<file path="src/rtl/mdio_master_cfg.sv">
// MDIO management master: free-running MDC divider plus a Clause 22 / Clause 45
// frame serialiser driven by a command/response handshake.
module mdio_master_cfg #(
  parameter int MDC_DIV       = 2,
  parameter int PREAMBLE_BITS = 32
) (
  input  logic        clk_8_3mhz,
  input  logic        reset_n,
  input  logic        cmd_valid,
  output logic        cmd_ready,
  input  logic        cmd_c45,
  input  logic [1:0]  cmd_op,
  input  logic [4:0]  cmd_phyad,
  input  logic [4:0]  cmd_regad,
  input  logic [15:0] cmd_wdata,
  output logic        rsp_valid,
  output logic [15:0] rsp_data,
  output logic        rsp_err,
  output logic        busy,
  output logic        mdc,
  output logic        mdio_out,
  output logic        mdio_oe,
  input  logic        mdio_in
);
  localparam int DW = (MDC_DIV > 1) ? $clog2(MDC_DIV) : 1;
  localparam int IW = 7;
  localparam logic [DW-1:0] DIV_LAST = DW'(MDC_DIV - 1);
  localparam logic [IW-1:0] PB_L     = IW'(PREAMBLE_BITS);
  localparam logic [IW-1:0] TA0_L    = IW'(PREAMBLE_BITS + 14);
  localparam logic [IW-1:0] TA1_L    = IW'(PREAMBLE_BITS + 15);
  localparam logic [IW-1:0] D0_L     = IW'(PREAMBLE_BITS + 16);
  localparam logic [IW-1:0] LAST_L   = IW'(PREAMBLE_BITS + 31);

  typedef enum logic [1:0] {S_IDLE, S_ALIGN, S_SHIFT, S_DONE} state_e;

  state_e          state_q, state_d;
  logic [DW-1:0]   div_q, div_d;
  logic            mdc_q, mdc_d;
  logic            in_q;
  logic [IW-1:0]   idx_q, idx_d, nxt_idx;
  logic [31:0]     frame_q, frame_d;
  logic            rd_q, rd_d;
  logic [15:0]     rdata_q, rdata_d;
  logic            ta_err_q, ta_err_d;
  logic            out_q, out_d, oe_q, oe_d;
  logic            rv_q, rv_d;
  logic [15:0]     rsp_data_q, rsp_data_d;
  logic            rsp_err_q, rsp_err_d;
  logic            tick, fall_tick, rise_tick, present;

  assign tick      = (div_q == DIV_LAST);
  assign fall_tick = tick & mdc_q;
  assign rise_tick = tick & ~mdc_q;
  // A new bit goes out on every MDC fall from ALIGN, or from SHIFT unless the last bit just ended.
  assign present   = fall_tick & ((state_q == S_ALIGN) | ((state_q == S_SHIFT) & (idx_q != LAST_L)));
  assign nxt_idx   = (state_q == S_ALIGN) ? '0 : idx_q + 1'b1;

  // Next-state: divider, frame sequencing, read sampling and response capture.
  always_comb begin
    div_d      = tick ? '0 : div_q + 1'b1;
    mdc_d      = tick ? ~mdc_q : mdc_q;
    state_d    = state_q;
    idx_d      = idx_q;
    frame_d    = frame_q;
    rd_d       = rd_q;
    rdata_d    = rdata_q;
    ta_err_d   = ta_err_q;
    out_d      = out_q;
    oe_d       = oe_q;
    rv_d       = 1'b0;
    rsp_data_d = rsp_data_q;
    rsp_err_d  = rsp_err_q;
    case (state_q)
      S_IDLE: if (cmd_valid) begin
        // ST, OP, PHYAD, REGAD, TA=10, DATA; preamble is generated from the index.
        frame_d  = {1'b0, ~cmd_c45, cmd_op, cmd_phyad, cmd_regad, 2'b10, cmd_wdata};
        rd_d     = cmd_op[1];
        rdata_d  = '0;
        ta_err_d = 1'b0;
        if (!cmd_c45 && (cmd_op == 2'b00 || cmd_op == 2'b11)) begin
          state_d    = S_DONE;
          rv_d       = 1'b1;
          rsp_data_d = '0;
          rsp_err_d  = 1'b1;
        end else begin
          state_d = S_ALIGN;
        end
      end
      S_ALIGN: if (fall_tick) state_d = S_SHIFT;
      S_SHIFT: begin
        if (rise_tick && rd_q && idx_q == TA1_L) ta_err_d = in_q;
        if (rise_tick && rd_q && idx_q >= D0_L)  rdata_d  = {rdata_q[14:0], in_q};
        if (fall_tick && idx_q == LAST_L) begin
          state_d    = S_DONE;
          out_d      = 1'b1;
          oe_d       = 1'b0;
          rv_d       = 1'b1;
          rsp_data_d = rd_q ? rdata_q : '0;
          rsp_err_d  = rd_q & ta_err_q;
        end
      end
      default: state_d = S_IDLE;
    endcase
    if (present) begin
      idx_d = nxt_idx;
      oe_d  = ~rd_q | (nxt_idx < TA0_L);
      if (nxt_idx < PB_L) begin
        out_d = 1'b1;
      end else begin
        out_d   = oe_d ? frame_q[31] : 1'b1;
        frame_d = {frame_q[30:0], 1'b0};
      end
    end
  end

  // State and registered outputs; reset releases the pad immediately.
  always_ff @(posedge clk_8_3mhz or negedge reset_n) begin
    if (!reset_n) begin
      state_q    <= S_IDLE;
      div_q      <= '0;
      mdc_q      <= 1'b0;
      in_q       <= 1'b1;
      idx_q      <= '0;
      frame_q    <= '0;
      rd_q       <= 1'b0;
      rdata_q    <= '0;
      ta_err_q   <= 1'b0;
      out_q      <= 1'b1;
      oe_q       <= 1'b0;
      rv_q       <= 1'b0;
      rsp_data_q <= '0;
      rsp_err_q  <= 1'b0;
    end else begin
      state_q    <= state_d;
      div_q      <= div_d;
      mdc_q      <= mdc_d;
      in_q       <= mdio_in;
      idx_q      <= idx_d;
      frame_q    <= frame_d;
      rd_q       <= rd_d;
      rdata_q    <= rdata_d;
      ta_err_q   <= ta_err_d;
      out_q      <= out_d;
      oe_q       <= oe_d;
      rv_q       <= rv_d;
      rsp_data_q <= rsp_data_d;
      rsp_err_q  <= rsp_err_d;
    end
  end

  assign cmd_ready = (state_q == S_IDLE);
  assign busy      = (state_q == S_ALIGN) | (state_q == S_SHIFT);
  assign mdc       = mdc_q;
  assign mdio_out  = out_q;
  assign mdio_oe   = oe_q;
  assign rsp_valid = rv_q;
  assign rsp_data  = rsp_data_q;
  assign rsp_err   = rsp_err_q;
endmodule

</file>
<file path="config.mk">
export PLATFORM = sky130hd
export DESIGN_NAME = mdio_master_cfg
export DESIGN_NICKNAME = d
export VERILOG_FILES = /design/src/rtl/mdio_master_cfg.sv
export SDC_FILE = /design/constraint.sdc
export NUM_CORES = 1
export LEC_CHECK = 0
export ABC_AREA = 0
export CAP_MARGIN = 20
export CORE_MARGIN = 2
export CORE_UTILIZATION = 50
export CTS_CLUSTER_DIAMETER = 100
export CTS_CLUSTER_SIZE = 24
export DETAILED_ROUTE_END_ITERATION = 12
export PLACE_DENSITY = 0.85
export SYNTH_ARGS = -nofsm -noshare
export SYNTH_HDL_FRONTEND = slang
export SYNTH_SLANG_ARGS = --single-unit
</file>
<file path="constraint.sdc">
create_clock -name clk_8_3mhz -period 2.38 [get_ports clk_8_3mhz]
set_clock_uncertainty 0.05 [all_clocks]
set_input_delay 0.476 -clock clk_8_3mhz [delete_from_list [all_inputs] [get_ports clk_8_3mhz]]
set_output_delay 0.476 -clock clk_8_3mhz [all_outputs]
set_load 0.005 [all_outputs]
</file>
Yosys cells after proc, flatten, opt, wreduce, memory -nomap -nowiden --
Index checks and enable logic that the tools add are counted.
Cells by class: add/subtract/negate cells 2, reductions and logical operators 18, $lt $le $gt $ge 3, multiplexer cells 38, bitwise operators 11, equal/unequal tests 12
Operators by type and width (number):
- $mux W32 | 4
- $mux W16 | 6
- $pmux W16 S2 | 2
- $mux W1 | 17
- $eq A7 B6 Y1 const B | 2
- $lt A7 B6 Y1 const B | 2
- $reduce_and A3 Y1 | 3
- $mux W2 | 4
- $ne A2 B1 Y1 const B | 4
- $add A7 B1 Y7 const B | 1
- $ge A7 B6 Y1 const B | 1
- $mux W7 | 1
- $ne A7 B6 Y1 const B | 1
- $pmux W1 S2 | 3
- $pmux W2 S3 | 1
- $reduce_bool A2 Y1 | 3
- $and A1 B1 Y1 | 5
- $logic_and A1 B1 Y1 | 5
- $eq A2 B2 Y1 const B | 2
- $logic_not A2 Y1 | 2
- $ne A2 B2 Y1 const B | 2
- $reduce_and A2 Y1 | 2
- $reduce_and A4 Y1 | 1
- $not A1 Y1 | 3
- other kinds (5) | 7
Storage, ports and cells: input bits 33, word-level logic and storage cells 98, register bits 82, output and inout port bits 23

Depth between registers and ports, before layout --
depth in word-level cells 7, depth in mapped cells 9, gate-level depth less buffers 7

Least setup slack after synthesis --
No wires, ideal clock.
path type reg-to-reg, start reg idx_q[1], end reg idx_q[6], path buffers 2, data arrival time 1.859 ns, library setup time 0.125 ns, slack 0.347 ns, cell stages (with the launch flop) 8, period minus slack after synthesis 2.033 ns, required time 2.205 ns, cell sequence dfrtp_1 -> ha_1 -> buf_2 -> nand3_2 -> or4_4 -> nand2b_2 -> buf_6 -> mux2_2
Between the ends: longest elaborated chain between the ends 4, elaborated cells between the ends (all ways) 6, those cells by class add/sub: 1; eq/ne: 1; mux: 1; bitwise: 3
RTL lines:
- start, declared | line 40 | logic [IW-1:0] idx_q, idx_d, nxt_idx;
- start signal, assigned | line 138 | idx_q <= idx_d;
- branches (longest 4 deep; another with $add A7 B1 Y7)
Parallel ways; which one is timed is not known. A chain may end at the register's enable or synchronous reset.

Worst setup path after layout --
start reg state_q[0], end out cmd_ready
Between the ends: longest elaborated chain between the ends 1
RTL lines:
- start, declared | line 36 | state_e state_q, state_d;
- start signal, assigned | line 134 | state_q <= state_d;
- $logic_not A2 Y1 | line 151 | assign cmd_ready = (state_q == S_IDLE);
- end, declared | line 10 | output logic cmd_ready,
Every way passes these cells.

==> results.sh <==
export IMPL_numCtsBuffers=9
export IMPL_source_to_sink_clock_delay_at_the_later_pin_of_the_worst_skew_pair_ns=0.37
export IMPL_postSynthNetCount=412
export IMPL_synth_yosys_seq_area_share=0.515
export IMPL_synthMuxAreaShare=0.0759
export IMPL_detail_route_vias_per_cell=5.42
export IMPL_gp_congestion=0.846
export IMPL_start_util=0.516
export IMPL_drt_antenna_violating_nets=0
export IMPL_worst_ep_required_time_ns=1.85
export IMPL_dp_final_hpwl_um=5180
export IMPL_grt_first_pass_wirelength_um=12600
export IMPL_worst_endpoint_arrival_ns=1.76
export IMPL_post_place_ws_ns=0.0266
export IMPL_placement_io_buffers=55
export IMPL_share_of_layout_cells_above_drive_strength_1=0.172
export IMPL_max_freq_mhz=438
export IMPL_switching_share=0.370
export IMPL_switching_power_uw=1630
export IMPL_fin_crit_sh=0.960
export IMPL_fp_row_count=32
export IMPL_synthSimpleGateAreaFrac=0.136
export IMPL_internal_power_uw=2780
export IMPL_synth_lib_cells_used_distinct=53
export IMPL_globalRoute_busiestLayer="met2"
export IMPL_cts_root_buffer="clkbuf_8"
export IMPL_maxSlewHeadroom=0.552
export IMPL_synth_top_family_by_area="compound AO/OA/AOI/OAI gates"
export IMPL_number_of_pins_exceeding_their_max_slew_limit_in_the_final_report=0
export IMPL_netlist_area_mm2=0.00399
export IMPL_finalCriticalPeriod_ns=2.28
export IMPL_complex_gate_fraction_of_the_synthesized_area=0.184
export IMPL_tritoncts_clock_tree="built"
export IMPL_drt_pass1_iter_count=4
export IMPL_comb_power_share=0.327
export IMPL_timing_final_hold_violations=0
export IMPL_io_pins=56
export IMPL_clkSinkCount=82
export IMPL_status="finished, final reports clean"
export IMPL_clock_power_share=0.224
export IMPL_cts_root_to_sink_buffers=2
export IMPL_die_area_mm2=0.00871
export IMPL_setup_viol=0
export IMPL_grt_start_max_net_pins=65
export IMPL_final_stage_net_count=464
export IMPL_max_cap_viol_count=0
export IMPL_vdd_ir_drop_worst_mv=0.514
export IMPL_fin_setup_tns_ns=0
export IMPL_setup_worst_path_start_class="register"
export IMPL_number_of_hold_buffers_added_after_cts=0
export IMPL_die_width_um=93.3
export IMPL_wl_per_instance_um=13.7
export IMPL_synth_main_ff_cell="dfrtp_1"
export IMPL_globalRouteMet2Util=0.296
export IMPL_tightest_slew_ns=0.672
export IMPL_synth_xor_area_share=0.0110
export IMPL_path_max_fanout=11
export IMPL_post_cts_repair_setup_buffers=0
export IMPL_clkTransAtPathRegs_ns=0.10
export IMPL_endpoint_kind="output port"
export IMPL_globalRouteTotalUtil=0.182
export IMPL_ffs_w_async_s_r_synth=1.00
export IMPL_antenna_found_initial=0
export IMPL_drtIter0Drc=91
export IMPL_num_vias=2884
export IMPL_warnings_from_yosys=0
export IMPL_placeableCoreArea_mm2=0.00773
export IMPL_area_growth_synth_to_final_pct=20.0
export IMPL_global_route_usage_met1=0.233
export IMPL_postRouteWirelength_um=7300
export IMPL_first_global_vias=2772
export IMPL_post_cts_resize_count=1
export IMPL_use_met3=0.0451
export IMPL_remaining_drc_errors=0
export IMPL_static_leakage_power_uw=0.00213
export IMPL_post_synth_cell_area_avg_um2=10.7
export IMPL_dieHeight_um=93.3
export IMPL_overflow=0
export IMPL_antenna_diode_count=0
export IMPL_syn_inst=373
export IMPL_synth_adder_area_share=0.0188
export IMPL_setup_ws_ns=0.0959
export IMPL_share_seq_of_total_power=0.449
export IMPL_power_per_cell_area_mw_per_mm2=923
export IMPL_worst_setup_path_type="reg -> out"
export IMPL_worst_hold_path_type="in -> async"
export IMPL_synth_seq_cells=82
export IMPL_htree_num_levels=3
export IMPL_synth_edff_count=0
export IMPL_grt_setup_unrepaired="no"
worst max-delay path, stage by stage, from the launching register on:
cell             delay [ns]
dfrtp_1                0.42
inv_1                  0.11
ha_2                   0.32
clkdlybuf4s50_1        0.55
routing by layer:
layer | vias to the layer above | part of all wire | wire, µm
met5 | - | 0 | 0
met3 | 14 | 0.055 | 405
met2 | 69 | 0.48 | 3510
met1 | 1391 | 0.44 | 3230
li1 | 1410 | - | -
met4 | 0 | 0.020 | 147
state kept, by name, summed over array words and instances, names as in the netlist:
signal	cells
mdio_out	1
idx_q	7
state_q	2
mdc	1
div_q	1
rsp_err	1
in_q	1
ta_err_q	1
rdata_q	16
rd_q	1
frame_q	32
mdio_oe	1
rsp_valid	1
rsp_data	16
final cells by class:
cell class | count | area [µm²]
sequential | 82 | 2050
clock inverter | 7 | 72.6
timing repair buffer | 66 | 656
fill | 624 | 2940
tap | 102 | 128
inverter | 14 | 52.6
clock buffer | 9 | 124
multi-input combinational | 252 | 1700
power by group through the flow:
| stage | clock network [µW] | logic (µW) | registers (µW) |
|---|---|---|---|
| 3_5_place_dp | 0 | 1450 | 2010 |
| 5_1_grt | 1070 | 1630 | 2040 |
| 6_report | 989 | 1450 | 1980 |
| 3_3_place_gp | 0 | 1400 | 1990 |
| 2_1_floorplan | 0 | 1140 | 1920 |
| 4_1_cts | 1010 | 1470 | 1990 |
stage by stage:
stage / area, µm² / utilization / instances / hold WS, ns / total power [µW]
floorplan: 3990 / - / 373 / 0.130 / 3060
global route: 4790 / 0.620 / 532 / 0.0399 / 4730
CTS: 4790 / 0.620 / 532 / 0.0305 / 4460
detailed placement: 4590 / 0.594 / 516 / 0.415 / 3460
global placement: 4590 / 0.594 / 516 / 0.408 / 3390
finish: 4790 / 0.620 / 532 / 0.0215 / 4420
final timing paths:
check / startpoint / endpoint / slack [ns] / depth (start not counted)
hold reg to reg: mdio_out / mdio_out / 0.43 / 2
setup / recovery: state_q[0] / cmd_ready / 0.1 / 3
max in group asynchronous: reset_n / frame_q[1] / 1.64 / 2
min in group clk_8_3mhz: mdio_out / mdio_out / 0.43 / 2
setup reg to reg: idx_q[1] / idx_q[6] / 0.13 / 5
hold / removal: reset_n / rdata_q[6] / 0.02 / 1
cells by family after synthesis:
logic type,after synthesis
and+or+nand+nor,110
AOI/OAI and AO/OA,101
DFF,82
buffers and inverters,39
muxes,30
adders and majority gates,6
xor gates and xnor gates,5
cell usage after synthesis (4+ instances only):
cell type,count,area share
nor2_1,8,0.0075
dfrtp_1,80,0.50
o21ai_0,27,0.034
clkbuf_1,8,0.0075
mux2i_1,28,0.070
buf_6,10,0.028
inv_1,14,0.013
nand2_1,80,0.075
a21oi_1,6,0.0075
a22o_1,16,0.035
ha_1,6,0.019
o21ai_1,4,0.0050
o21ai_2,29,0.064
cell usage in the layout, fill, tap and decap left out, drive strengths merged, types with 6 or more instances in the layout:
cell,synthesis,layout
clkbuf,8,9
inv,14,17
nor2,8,8
clkdlybuf4s50,0,54
nand2,82,82
dfrtp,80,80
ha,6,6
mux2i,28,28
o21ai,60,60
buf,17,12
a22o,16,16
a21oi,7,7
Power figures use the tool's default switching activity.
